$ cat src/rtl/vec_mem_sequencer_if.sv
// Single-word data memory handshake between the vector memory sequencer
// (master) and the data memory (slave).
interface vec_mem_sequencer_if #(
    parameter int unsigned ADDR_W = 32
);
    logic              mem_req;
    logic              mem_we;
    logic [ADDR_W-1:0] mem_addr;
    logic [31:0]       mem_wdata;
    logic              mem_ready;
    logic [31:0]       mem_rdata;

    modport master (
        output mem_req, mem_we, mem_addr, mem_wdata,
        input  mem_ready, mem_rdata
    );

    modport slave (
        input  mem_req, mem_we, mem_addr, mem_wdata,
        output mem_ready, mem_rdata
    );
endinterface

$ cat src/rtl/vec_mem_sequencer.sv
// MEM-stage vector load/store sequencer: splits one vector op into vl+1 word
// beats on the data memory port while stalling the upstream pipeline.
module vec_mem_sequencer #(
    parameter int unsigned ADDR_W     = 32,
    parameter int unsigned WORD_BYTES = 4
) (
    input  logic                clk,
    input  logic                reset_n,
    input  logic                start,
    input  logic                is_store,
    input  logic [1:0]          vl,
    input  logic [ADDR_W-1:0]   base_addr,
    input  logic [127:0]        store_data,
    input  logic                flush,
    vec_mem_sequencer_if.master mem,
    output logic                vreg_we,
    output logic [1:0]          vreg_lane,
    output logic [31:0]         vreg_wdata,
    output logic                stall,
    output logic                done
);

    localparam logic [1:0] S_IDLE = 2'd0;
    localparam logic [1:0] S_BUSY = 2'd1;
    localparam logic [1:0] S_DONE = 2'd2;

    logic [1:0]        state_q, state_d;
    logic [1:0]        lane_q,  lane_d;
    logic [1:0]        last_q,  last_d;
    logic [ADDR_W-1:0] addr_q,  addr_d;
    logic              we_q,    we_d;
    logic [127:0]      sdata_q, sdata_d;

    always_ff @(posedge clk or negedge reset_n) begin
        if (!reset_n) begin
            state_q <= S_IDLE;
            lane_q  <= '0;
            last_q  <= '0;
            addr_q  <= '0;
            we_q    <= 1'b0;
            sdata_q <= '0;
        end else begin
            state_q <= state_d;
            lane_q  <= lane_d;
            last_q  <= last_d;
            addr_q  <= addr_d;
            we_q    <= we_d;
            sdata_q <= sdata_d;
        end
    end

    always_comb begin
        state_d = state_q;
        lane_d  = lane_q;
        last_d  = last_q;
        addr_d  = addr_q;
        we_d    = we_q;
        sdata_d = sdata_q;
        case (state_q)
            S_IDLE: begin
                if (start && !flush) begin
                    state_d = S_BUSY;
                    lane_d  = '0;
                    last_d  = vl;
                    addr_d  = base_addr;
                    we_d    = is_store;
                    sdata_d = store_data;
                end
            end
            S_BUSY: begin
                if (flush) begin
                    state_d = S_IDLE;
                    lane_d  = '0;
                end else if (mem.mem_ready) begin
                    if (lane_q == last_q) begin
                        state_d = S_DONE;
                        lane_d  = '0;
                    end else begin
                        lane_d = lane_q + 2'd1;
                    end
                end
            end
            S_DONE:  state_d = S_IDLE;
            default: state_d = S_IDLE;
        endcase
    end

    // Every output is qualified with reset_n so it drops to zero the moment
    // reset asserts, even though start feeds stall combinationally.
    logic              in_idle, in_busy, in_done, load_beat;
    logic [ADDR_W-1:0] beat_addr;
    logic [31:0]       lane_word;

    assign in_idle   = reset_n && (state_q == S_IDLE);
    assign in_busy   = reset_n && (state_q == S_BUSY);
    assign in_done   = reset_n && (state_q == S_DONE);
    assign beat_addr = addr_q + ADDR_W'(lane_q) * ADDR_W'(WORD_BYTES);
    assign lane_word = sdata_q[{lane_q, 5'b00000} +: 32];
    assign load_beat = in_busy && mem.mem_ready && !we_q && !flush;

    assign mem.mem_req   = in_busy;
    assign mem.mem_we    = in_busy && we_q;
    assign mem.mem_addr  = in_busy ? beat_addr : '0;
    assign mem.mem_wdata = in_busy ? lane_word : '0;

    assign vreg_we    = load_beat;
    assign vreg_lane  = load_beat ? lane_q : '0;
    assign vreg_wdata = load_beat ? mem.mem_rdata : '0;

    assign stall = (in_idle && start && !flush) || (in_busy && !flush);
    assign done  = in_done;

endmodule

$ cat src/flat_wrapper.sv
// flat-port wrapper written by rule: the top's interface ports become plain ports
module vec_mem_sequencer_flat 
#(
    parameter int unsigned ADDR_W     = 32,
    parameter int unsigned WORD_BYTES = 4
)
  (clk, reset_n, start, is_store, vl, base_addr, store_data, flush, vreg_we, vreg_lane, vreg_wdata, stall, done, mem_mem_req, mem_mem_we, mem_mem_addr, mem_mem_wdata, mem_mem_ready, mem_mem_rdata);
  vec_mem_sequencer_if #(.ADDR_W(ADDR_W)) mem_i ();
  input  logic clk;
  input  logic reset_n;
  input  logic start;
  input  logic is_store;
  input  logic [1:0] vl;
  input  logic [ADDR_W-1:0] base_addr;
  input  logic [127:0] store_data;
  input  logic flush;
  output logic vreg_we;
  output logic [1:0] vreg_lane;
  output logic [31:0] vreg_wdata;
  output logic stall;
  output logic done;
  output wire logic [$bits(mem_i.mem_req)-1:0] mem_mem_req;
  output wire logic [$bits(mem_i.mem_we)-1:0] mem_mem_we;
  output wire logic [$bits(mem_i.mem_addr)-1:0] mem_mem_addr;
  output wire logic [$bits(mem_i.mem_wdata)-1:0] mem_mem_wdata;
  input wire logic [$bits(mem_i.mem_ready)-1:0] mem_mem_ready;
  input wire logic [$bits(mem_i.mem_rdata)-1:0] mem_mem_rdata;
  assign mem_mem_req = mem_i.mem_req;
  assign mem_mem_we = mem_i.mem_we;
  assign mem_mem_addr = mem_i.mem_addr;
  assign mem_mem_wdata = mem_i.mem_wdata;
  assign mem_i.mem_ready = mem_mem_ready;
  assign mem_i.mem_rdata = mem_mem_rdata;
  vec_mem_sequencer #(.ADDR_W(ADDR_W), .WORD_BYTES(WORD_BYTES)) u_core (.clk(clk), .reset_n(reset_n), .start(start), .is_store(is_store), .vl(vl), .base_addr(base_addr), .store_data(store_data), .flush(flush), .mem(mem_i), .vreg_we(vreg_we), .vreg_lane(vreg_lane), .vreg_wdata(vreg_wdata), .stall(stall), .done(done));
endmodule
$ cat config.mk
export PLATFORM = sky130hd
export DESIGN_NAME = vec_mem_sequencer_flat
export DESIGN_NICKNAME = d
export VERILOG_FILES = /design/src/rtl/vec_mem_sequencer_if.sv /design/src/rtl/vec_mem_sequencer.sv /design/src/flat_wrapper.sv
export SDC_FILE = /design/constraint.sdc
export NUM_CORES = 1
export LEC_CHECK = 0
export ABC_AREA = 1
export CAP_MARGIN = 10
export CORE_MARGIN = 3
export CORE_UTILIZATION = 35
export DETAILED_ROUTE_END_ITERATION = 10
export DONT_BUFFER_PORTS = 1
export GPL_ROUTABILITY_DRIVEN = 0
export PLACE_DENSITY_LB_ADDON = 0.08
export SYNTH_ARGS = -nofsm -noshare
export SYNTH_HDL_FRONTEND = slang
export SYNTH_SLANG_ARGS = --single-unit
export TNS_END_PERCENT = 20
$ cat constraint.sdc
create_clock -name clk -period 2.4 [get_ports clk]
set_clock_uncertainty 0.2 [all_clocks]
set_input_delay 0.48 -clock clk [delete_from_list [all_inputs] [get_ports clk]]
set_output_delay 0.48 -clock clk [all_outputs]
set_load 0.01 [all_outputs]
**Word-level counts from Yosys, hierarchy flattened**

Cells that the tools add are included.

- Add/sub/neg operators: 2
- Multiply operators: 0
- Div/mod/pow operators: 0
- Magnitude comparators: 0
- Equality and inequality tests: 6
- Shift-type cells: 1
- Mux-type cells: 14
- Bitwise logic cells: 0
- Reductions and logical operators: 19

Operators with widths:

| operator | number |
|---|---|
| 128-bit by 8-bit indexed part select with 32-bit output | 1 |
| 32-bit 2-to-1 mux | 3 |
| 32-bit by 4-bit adder with 32-bit output | 1 |
| 2-bit 2-to-1 mux | 9 |
| 1-bit logical AND | 11 |
| 2-bit case mux with 2 select lines | 2 |
| 3-bit AND reduction | 2 |
| 3-bit by 2-bit != test with 1-bit output (second input constant) | 1 |
| 3-bit != test (second input constant) | 1 |
| 2-bit by 1-bit adder with 2-bit output (second input constant) | 1 |
| 2-bit by 1-bit == test with 1-bit output (second input constant) | 1 |
| 2-bit == test | 1 |
| 2-bit == test (second input constant) | 1 |
| 1-bit logical NOT | 2 |
| 2-bit logical NOT | 1 |
| 2-bit by 1-bit != test with 1-bit output (second input constant) | 1 |
| 2-bit AND reduction | 1 |
| 2-bit nonzero test | 1 |
| 1-bit logical OR | 1 |

- Register bits after elaboration: 167
- Latch bits: 0
- Memory bits (writable): 0
- Memory bits (read-only): 0
- Bits of input ports: 200
- Logic and storage cells: 48
- Memories kept: 0

**Logic depth before layout (Yosys ltp)**

- Word-level depth: 6
- Gate-level depth with buffers: 11
- Mapped depth without buffers: 10

**Worst setup path after synthesis**

OpenSTA, ideal clock, no wires.

- Path kind: reg2out
- Start point: register u_core.lane_q[1]
- End point: output mem_mem_addr[18]
- Arrival time: 1.996 ns
- Slack: -0.276 ns
- Stages on the path, launching flop included: 12
- Path buffers: 2
- Path through: dfrtp_1 buf_4 clkinv_1 buf_2 fa_1 nor2_2 nand2_2 nor2_2 nand2_1 nand2_1 nand2_1 nor2_1

- Longest elaborated chain between the ends: 2

RTL lines:

| what | RTL line | source |
|---|---|---|
| from (decl) | vec_mem_sequencer.sv:28 | `logic [1:0] lane_q, lane_d;` |
| from (signal assigned) | vec_mem_sequencer.sv:44 | `lane_q <= lane_d;` |
| 32-bit by 4-bit adder with 32-bit output | vec_mem_sequencer.sv:97 | `assign beat_addr = addr_q + ADDR_W'(lane_q) * ADDR_W'(WORD_BYTES);` |
| 32-bit 2-to-1 mux | vec_mem_sequencer.sv:103 | `assign mem.mem_addr = in_busy ? beat_addr : '0;` |
| to (decl) | flat_wrapper.sv:24 | `output wire logic [$bits(mem_i.mem_addr)-1:0] mem_mem_addr;` |

No other way between the ends.

**Worst setup path after layout**

- Start point: register u_core.addr_q[2]
- End point: output mem_mem_addr[8]

- Longest elaborated chain between the ends: 2

RTL lines:

| what | RTL line | source |
|---|---|---|
| from (decl) | vec_mem_sequencer.sv:30 | `logic [ADDR_W-1:0] addr_q, addr_d;` |
| from (signal assigned) | vec_mem_sequencer.sv:46 | `addr_q <= addr_d;` |
| 32-bit by 4-bit adder with 32-bit output | vec_mem_sequencer.sv:97 |  |
| 32-bit 2-to-1 mux | vec_mem_sequencer.sv:103 |  |

No other way between the ends.

==> impl_metrics.env <==
export IMPL_drt_iter0_drc=337
export IMPL_fin_nets=1386
export IMPL_grt_start_max_net_pins=169
export IMPL_startpoint="u_core.addr_q[2]"
export IMPL_synth_top_cell_area_share_pct=45.97
export IMPL_hold_viol=167
export IMPL_drc=0
export IMPL_grt_pass1_vias=7612
export IMPL_area_delta_synth_final_pct=41.91
export IMPL_cts_tree="done"
export IMPL_max_slew_worst_pin_slew_ns=0.4611
export IMPL_status="finished, violations left"
export IMPL_rows=58
export IMPL_path_class="reg -> out"
export IMPL_place_inst=1325
export IMPL_slew_headroom_pct=69.26
export IMPL_yosys_cell_types_count=29
export IMPL_p_switching_mw=4.775
export IMPL_antenna_left=0
export IMPL_seqPwrFrac_pct=38.5
export IMPL_drive_gt1_share_pct=32.13
export IMPL_hold_class="in -> async"
export IMPL_yosysSeqAreaShare_pct=45.97
export IMPL_tns_ns=-13.99
export IMPL_dp_hpwl_um=17900
export IMPL_min_period_ns=2.806
export IMPL_crit_required_ns=1.72
export IMPL_irDropWorstVdd_mv=0.4642
export IMPL_num_vias=7364
export IMPL_clkTransAtPathRegs_ns=0.07
export IMPL_fin_crit_sh_pct=116.9
export IMPL_cts_buffers=17
export IMPL_routed_wl_um=27320
export IMPL_yosys_area_top_type="dfrtp_1"
export IMPL_synthTopCellsByArea="dfrtp_1 46%, mux2_4 17%, nor2_1 10%"
export IMPL_pwr_share_comb_pct=39.4
export IMPL_holdWs_ns=-0.4575
export IMPL_firstDrtPassIters=4
export IMPL_crit_fanout=3
export IMPL_viasPerCell=4.829
export IMPL_wire_per_inst_um=17.91
export IMPL_failed_checks="hold timing, setup timing"
export IMPL_worstSkewPairLatency_ns=0.42
export IMPL_p_leak_nw=6.006
export IMPL_die_h_um=167.2
export IMPL_setup_viol=81
export IMPL_synth_cells=965
export IMPL_port_buffers=0
export IMPL_drv_cap=0
export IMPL_clockBufferDepth=2
export IMPL_syn_area_per_cell_um2=9.420
export IMPL_track_usage_pct=19.21
export IMPL_p_per_area_mw_per_mm2=1060
export IMPL_start_util_pct=35.89
export IMPL_antenna_found_initial=0
export IMPL_maxSlewViolCount=0
export IMPL_ioPinCount=303
export IMPL_htree_levels=4
export IMPL_cts_hold_buf=146
export IMPL_worstPathArrival_ns=2.13
export IMPL_setup_worst_path_start_class="flop"
export IMPL_finalNonFillerCells=1525
export IMPL_final_common_cell="nor2_1"
export IMPL_die_w_um=167.2
export IMPL_cts_sinks=167
export IMPL_synth_nets=1168
export IMPL_core_area_mm2=0.02533
export IMPL_diodes=0
export IMPL_power_switching_share_pct=34.93
export IMPL_rsz0062_at_grt="yes"
export IMPL_layout_common_cells="203 x nor2_1, 164 x dfrtp_1, 146 x dlygate4sd3_1"
export IMPL_dieArea_mm2=0.02794
export IMPL_p_int_mw=8.897
export IMPL_end_kind="output pin"
export IMPL_r2r_start="u_core.lane_q[0]"
export IMPL_root_buffer="clkbuf_16"
export IMPL_power_frac_clock_pct=22.1
export IMPL_fmax_mhz=356.4
export IMPL_grt_pass1_wl_um=42640
export IMPL_worst_slack_ns=-0.4056
export IMPL_overflow=0
export IMPL_synth_seq_cells=167
export IMPL_ys_warn_count=0
export IMPL_synth_area_mm2=0.009090
[metal layers]
layer  track usage [%]  up-vias  part of all wire (%)
met5                 0        -                     0
met4             5.229        0                   1.2
met3             4.816       17                   6.2
met2             31.21      226                    47
met1             25.77     3557                    45
li1                  -     3564                     -
[through the flow]
step / cell area [um2] / utilization [%] / setup WS [ns] / power [mW]
CTS: 12660 / 49.98 / -0.4382 / 13.58
detailed placement: 9884 / 39.03 / -0.01705 / 9.666
global placement: 9884 / 39.03 / -0.004306 / 9.619
finish: 12900 / 50.93 / -0.4056 / 13.67
global route: 12900 / 50.93 / -0.4994 / 14.62
floorplan: 9119 / - / 0.008272 / 8.573
[kinds of logic after synthesis]
logic type	after synthesis	share of synthesized area, %
flops	167	45.97
xor+xnor	5	0.4817
fa+ha+maj	3	0.4955
simple gates	381	16.45
compound gates	138	7.598
buf+inv	126	6.910
mux	145	22.09
[cells in the mapped netlist]
| cell | instances |
|---|---|
| nor2_4 | 1 |
| nand3b_1 | 1 |
| nor2_1 | 254 |
| fa_1 | 1 |
| inv_1 | 72 |
| buf_2 | 17 |
| nand3_2 | 1 |
| buf_6 | 16 |
| dfrtp_1 | 167 |
| clkbuf_2 | 2 |
| mux2_1 | 30 |
| nand4_1 | 2 |
| mux2_4 | 100 |
| buf_4 | 3 |
| nand3_1 | 14 |
| xnor2_1 | 4 |
| mux2_2 | 15 |
| nand2_1 | 100 |
| o21ai_0 | 75 |
| ha_1 | 2 |
| a21oi_1 | 63 |
| clkinv_1 | 1 |
| nor2_2 | 5 |
| clkbuf_1 | 14 |
| nor3_1 | 1 |
| xor2_1 | 1 |
| nand2_2 | 1 |
| inv_2 | 1 |
| nand4_2 | 1 |
[power by group through the flow]
stage | clock [mW] | combinational [mW] | sequential (mW)
3_3_place_gp | 0 | 4.44 | 5.18
6_report | 3.02 | 5.38 | 5.27
4_1_cts | 3.13 | 5.24 | 5.22
5_1_grt | 3.23 | 5.92 | 5.47
2_1_floorplan | 0 | 3.69 | 4.88
3_5_place_dp | 0 | 4.48 | 5.19
[sequential cells by signal (all words and copies together), names as in the netlist]
name            cells
u_core.sdata_q    128
u_core.last_q       2
u_core.addr_q      32
u_core.we_q         1
u_core.lane_q       2
u_core.state_q      2
[final timing paths]
kind	slack [ns]	depth (start not counted)	to
setup / recovery	-0.41	10	mem_mem_addr[8]
hold / removal	-0.46	0	u_core.addr_q[23]
setup reg to reg	0.29	12	u_core.state_q[0]
hold reg to reg	0.29	1	u_core.sdata_q[109]
max in group asynchronous	2.04	0	u_core.sdata_q[63]
min in group clk	0.02	2	u_core.addr_q[17]
[area by class of cell]
| cell class | instances | area (um2) |
|---|---|---|
| Timing Repair Buffer | 251 | 2608 |
| Clock buffer | 17 | 425.4 |
| Inverter | 74 | 289.0 |
| Fill cell | 2355 | 12430 |
| Clock inverter | 14 | 210.2 |
| Sequential cell | 167 | 4183 |
| Multi-Input combinational cell | 672 | 4772 |
| Tap cell | 330 | 412.9 |
[repair_timing]
item                       in CTS  in global routing
gates resized for setup       136                 78
hold endpoints to repair      313                167
pin swaps                      25                 20
setup endpoints to repair     100                100
cloned                          7                  0
setup buffers                  15                  1
[worst max-delay path, stage by stage, from the launching register on]
cell,delay (ns)
dfrtp_1,0.40
ha_4,0.15
inv_2,0.03
fa_2,0.36
buf_4,0.16
inv_2,0.05
nand2_2,0.06
inv_2,0.07
o21ai_0,0.06
a21oi_1,0.19
buf_4,0.16
No activity file was read; power rests on OpenSTA's default activity.
